<file path="src/rtl/ones_serializer.sv">
// ones_serializer: emits a DATA_WIDTH-beat thermometer frame holding a requested number of ones
//
// Ports:
//   clk, reset             clock and asynchronous active-high reset
//   din, din_valid         requested ones count and its valid (handshake with din_ready)
//   din_ready              count accepted this cycle; also high on a handshaked last beat
//   dout, dout_valid       current frame bit and its valid (handshake with dout_ready)
//   dout_last              dout is the final bit of the frame
//   dout_ready             downstream accepts dout
//   busy                   frame in progress (same as dout_valid)
//   mask_out, mask_valid   assembled frame plus one-cycle strobe; present only when
//                          ONES_SERIALIZER_MASK_EN is defined
module ones_serializer #(
    parameter int DATA_WIDTH = 16
) (
    input  logic                        clk,
    input  logic                        reset,
    input  logic [$clog2(DATA_WIDTH):0] din,
    input  logic                        din_valid,
    output logic                        din_ready,
    output logic                        dout,
    output logic                        dout_valid,
    output logic                        dout_last,
    input  logic                        dout_ready,
    output logic                        busy
`ifdef ONES_SERIALIZER_MASK_EN
    ,
    output logic [DATA_WIDTH-1:0]       mask_out,
    output logic                        mask_valid
`endif
);
    localparam int CW = $clog2(DATA_WIDTH) + 1;

    typedef enum logic {IDLE, SEND} state_t;

    state_t        state;
    logic [CW-1:0] cnt, idx, idx_nx, din_sat;

    assign idx_nx  = idx + 1'b1;
    assign din_sat = (din > CW'(DATA_WIDTH)) ? CW'(DATA_WIDTH) : din;
    // A handshaked last beat frees the slot in the same cycle, giving gapless frames.
    assign din_ready = (state == IDLE) || (dout_last && dout_ready);
    assign busy      = dout_valid;

    // dout/dout_last are registered, so each update precomputes them for the next index.
    always_ff @(posedge clk or posedge reset) begin
        if (reset) begin
            state      <= IDLE;
            cnt        <= '0;
            idx        <= '0;
            dout       <= 1'b0;
            dout_valid <= 1'b0;
            dout_last  <= 1'b0;
        end else if (din_valid && din_ready) begin
            state      <= SEND;
            cnt        <= din_sat;
            idx        <= '0;
            dout       <= (din_sat != '0);
            dout_valid <= 1'b1;
            dout_last  <= 1'b0;
        end else if (state == SEND && dout_ready) begin
            if (dout_last) begin
                state      <= IDLE;
                idx        <= '0;
                dout       <= 1'b0;
                dout_valid <= 1'b0;
                dout_last  <= 1'b0;
            end else begin
                idx       <= idx_nx;
                dout      <= (idx_nx < cnt);
                dout_last <= (idx_nx == CW'(DATA_WIDTH - 1));
            end
        end
    end

`ifdef ONES_SERIALIZER_MASK_EN
    localparam int IW = $clog2(DATA_WIDTH);

    logic [DATA_WIDTH-1:0] frame, frame_nx;

    always_comb begin
        frame_nx = frame;
        frame_nx[idx[IW-1:0]] = dout;
    end

    // Publishing frame_nx lets the final beat land in mask_out together with the strobe.
    always_ff @(posedge clk or posedge reset) begin
        if (reset) begin
            frame      <= '0;
            mask_out   <= '0;
            mask_valid <= 1'b0;
        end else begin
            mask_valid <= dout_valid && dout_ready && dout_last;
            if (dout_valid && dout_ready)
                frame <= frame_nx;
            if (dout_valid && dout_ready && dout_last)
                mask_out <= frame_nx;
        end
    end
`endif
endmodule

</file>
<file path="config.mk">
export PLATFORM = sky130hd
export DESIGN_NAME = ones_serializer
export DESIGN_NICKNAME = d
export VERILOG_FILES = /design/src/rtl/ones_serializer.sv
export SDC_FILE = /design/constraint.sdc
export NUM_CORES = 1
export LEC_CHECK = 0
export CAP_MARGIN = 30
export CORE_MARGIN = 4
export CORE_UTILIZATION = 47
export CTS_BUF_LIST = sky130_fd_sc_hd__clkbuf_2 sky130_fd_sc_hd__clkbuf_4 sky130_fd_sc_hd__clkbuf_8
export DETAILED_ROUTE_END_ITERATION = 6
export HOLD_SLACK_MARGIN = 0.03
export PLACE_DENSITY = 0.76
export SLEW_MARGIN = 10
export SYNTH_ARGS = -nofsm -noshare
export SYNTH_HDL_FRONTEND = slang
export SYNTH_SLANG_ARGS = --single-unit
</file>
<file path="constraint.sdc">
create_clock -name clk -period 1.5 [get_ports clk]
set_input_delay 0.3 -clock clk [delete_from_list [all_inputs] [get_ports clk]]
set_output_delay 0.3 -clock clk [all_outputs]
set_load 0.02 [all_outputs]
</file>
==> results.py <==
metrics = {
    "clock_tree": {
        "clock_latency_ns": 0.28,
        "cts_sinks": 13,
        "numCtsBuffers": 3,
        "cts_tree": "yes",
        "clk_path_buf_depth": 2,
        "clockRootBuffer": "clkbuf_4",
        "clk_pin_slew_worst_paths_ns": 0.08,
        "htree_levels": 1,
    },
    "grt": {
        "grt_pass1_wl_um": 2470,
        "grt_max_degree": 14,
        "track_usage_pct": 16.0,
        "grt.overflow.total": 0,
        "antenna_found_initial": 0,
        "grt_pass1_vias": 584,
    },
    "die": {
        "die_area_mm2": 0.00223,
        "fp.dieW_um": 47.2,
        "pin_count": 14,
        "start_util_pct": 52.9,
        "design.core.area_mm2": 0.00137,
        "die_y_um": 47.2,
        "fp-row-count": 13,
    },
    "power_and_ir_drop": {
        "cellLeakagePower_nw": 0.507,
        "pwr_density_cell_mw_per_mm2": 1520,
        "p_total_mw": 1.55,
        "peakVddDrop_mv": 0.900,
    },
    "timing": {
        "fin_crit_sh_pct": 110,
        "fin_crit_ns": 1.65,
        "max_freq_mhz": 604,
        "finalSetupTns_ns": -0.154,
        "setup_ws_ns": -0.154,
        "drv_slew": 0,
        "clock_skew_ns": 0.00822,
        "setup_viol": 1,
        "tightest_slew_ns": 0.521,
        "finalHoldViolations": 0,
        "grt_setup_unrepaired": "yes",
        "fin_hold_ws_ns": 0.347,
        "slew_headroom_pct": 65.2,
    },
    "job": {
        "max_cap_viol_count": 0,
    },
    "yosys": {
        "syn_avg_cell_area_um2": 9.64,
        "ys_types": 22,
        "synth_cells": 75,
        "synth_seq_cells": 13,
        "ys_warn_count": 0,
        "synthesis.area_um2": 723,
        "seq_area_frac_synth_pct": 45.0,
        "syn-num-nets": 90,
    },
    "setup_path": {
        "path_class": "register to register",
        "worst-path-max-fanout": 2,
        "cp.required_ns": 1.69,
        "worstPathArrival_ns": 1.84,
        "r2r-start": "idx[1]$_DFFE_PP0P_",
        "reg2reg_slack_ns": -0.15,
        "start_kind": "register",
        "end_kind": "register",
        "r2r_cells": 6,
        "reg2reg_to": "dout$_DFFE_PP0P_",
    },
    "final_layout": {
        "layout.nets": 120,
        "antennaDiodeCount": 0,
        "syn_to_final_growth_pct": 40.7,
        "drive_gt1_share_pct": 26.9,
        "postLayoutCoreUtil_pct": 74.5,
    },
    "place": {
        "place_congestion": 0.777,
        "port_buffers": 13,
        "hpwl_um": 1220,
    },
    "drt": {
        "wl_per_cell_um": 12.6,
        "dr.pass1.iters": 3,
        "vias_per_cell": 5.16,
        "drt_iter0_drc": 4,
        "ant_nets": 0,
        "wl_um": 1510,
        "dr_total_vias": 614,
        "post-route-drc-count": 0,
    },
    "status": {
        "violations": "negative setup slack",
        "status": "complete, but fails checks",
    },
    "min_path": {
        "hp-class": "primary input to async pin",
    },
}
[final cells by class]
type,instances,area [um^2]
Timing Repair Buffer,26,224
Inverter,9,33.8
Fill cell,107,349
Clock buffer,4,30.0
Sequential cell,13,325
Multi-Input combinational cell,52,385
Tap cell,15,18.8
[state kept, by name, summed over array words and instances, names as in the netlist]
register,cells
state,1
idx,5
dout_last,1
cnt,5
dout,1
[worst max-delay path: stages (launching register included)]
cell and delay [ns]:
dfrtp_1 0.36, ha_2 0.21, nand3_2 0.10, xnor2_2 0.16
ha_1 0.29, a211o_1 0.27, o221ai_2 0.17
[report_power, final]
part	internal (mW)	switching (mW)	total, mW
combinational	0.381	0.376	0.757
sequential	0.466	0.0879	0.554
clock	0.121	0.117	0.239
[cell families (layout without fill, tap and decap cells)]
| logic type | after synthesis | in the layout | synth area share, % |
|---|---|---|---|
| buffers and inverters | 10 | 39 | 5.71 |
| AOI/OAI and AO/OA | 14 | 14 | 13.7 |
| and+or+nand+nor | 27 | 27 | 18.7 |
| xor gates and xnor gates | 3 | 3 | 3.63 |
| DFF | 13 | 13 | 45.0 |
| adders and majority gates | 6 | 6 | 10.4 |
| muxes | 2 | 2 | 2.94 |
[repair_timing]
action,4_1_cts,5_1_grt
setup endpoints to repair,6,2
buffers inserted,0,0
hold buffers,0,0
gates resized for setup,8,1
pin swaps,3,1
[layout by cell type (no fill, tap or decap), types with 2 or more instances in the layout]
| cell type | synthesis | layout |
|---|---|---|
| dlygate4sd2_1 | 0 | 4 |
| nand2_1 | 14 | 14 |
| nand2b_1 | 5 | 5 |
| clkdlybuf4s50_1 | 0 | 8 |
| ha_1 | 6 | 5 |
| inv_1 | 9 | 9 |
| a21oi_1 | 2 | 2 |
| o21ai_0 | 7 | 7 |
| clkbuf_4 | 0 | 4 |
| dfrtp_1 | 13 | 13 |
| buf_4 | 1 | 13 |
| nand3_1 | 4 | 3 |
[per-layer routing]
layer | wire, um | global-route usage [%]
met4 | 29 | 10.5
met1 | 658 | 18.5
met5 | 0 | 0
met3 | 56 | 2.68
met2 | 761 | 27.0
[synthesized netlist by cell type, drive strengths merged]
| cell type | instances | area share [%] |
|---|---|---|
| a211o | 1 | 1.2 |
| a21bo | 1 | 1.4 |
| a21oi | 2 | 1.4 |
| a32o | 1 | 1.4 |
| buf | 1 | 1.0 |
| dfrtp | 13 | 45 |
| ha | 6 | 10 |
| inv | 9 | 4.7 |
| mux2 | 1 | 1.6 |
| mux2i | 1 | 1.4 |
| nand2 | 15 | 8.1 |
| nand2b | 5 | 4.3 |
| nand3 | 4 | 2.8 |
| nor2 | 1 | 0.52 |
| nor2b | 1 | 1.9 |
| o21ai | 7 | 4.8 |
| o221ai | 1 | 1.2 |
| o41ai | 1 | 2.2 |
| or4 | 1 | 1.0 |
| xnor2 | 1 | 1.2 |
| xor2 | 2 | 2.4 |
[worst max path at each step]
stage,startpoint,end,slack [ns],depth (start not counted)
2_1_floorplan,idx[0]$_DFFE_PP0P_,dout$_DFFE_PP0P_,-0.12,6
3_3_place_gp,dout_ready,din_ready,-0.31,3
3_5_place_dp,dout_ready,din_ready,-0.31,3
4_1_cts,idx[1]$_DFFE_PP0P_,dout$_DFFE_PP0P_,-0.14,6
5_1_grt,idx[1]$_DFFE_PP0P_,dout$_DFFE_PP0P_,-0.26,6
6_report,idx[1]$_DFFE_PP0P_,dout$_DFFE_PP0P_,-0.15,6
[stage by stage]
step           setup slack (ns)  cell area (um^2)  cells
2_1_floorplan            -0.118               738     75
3_3_place_gp             -0.306               977    115
3_5_place_dp             -0.311               977    115
4_1_cts                  -0.141              1010    119
5_1_grt                  -0.257              1020    119
6_report                 -0.154              1020    119
Note: power is estimated with default switching activity, not from simulation.
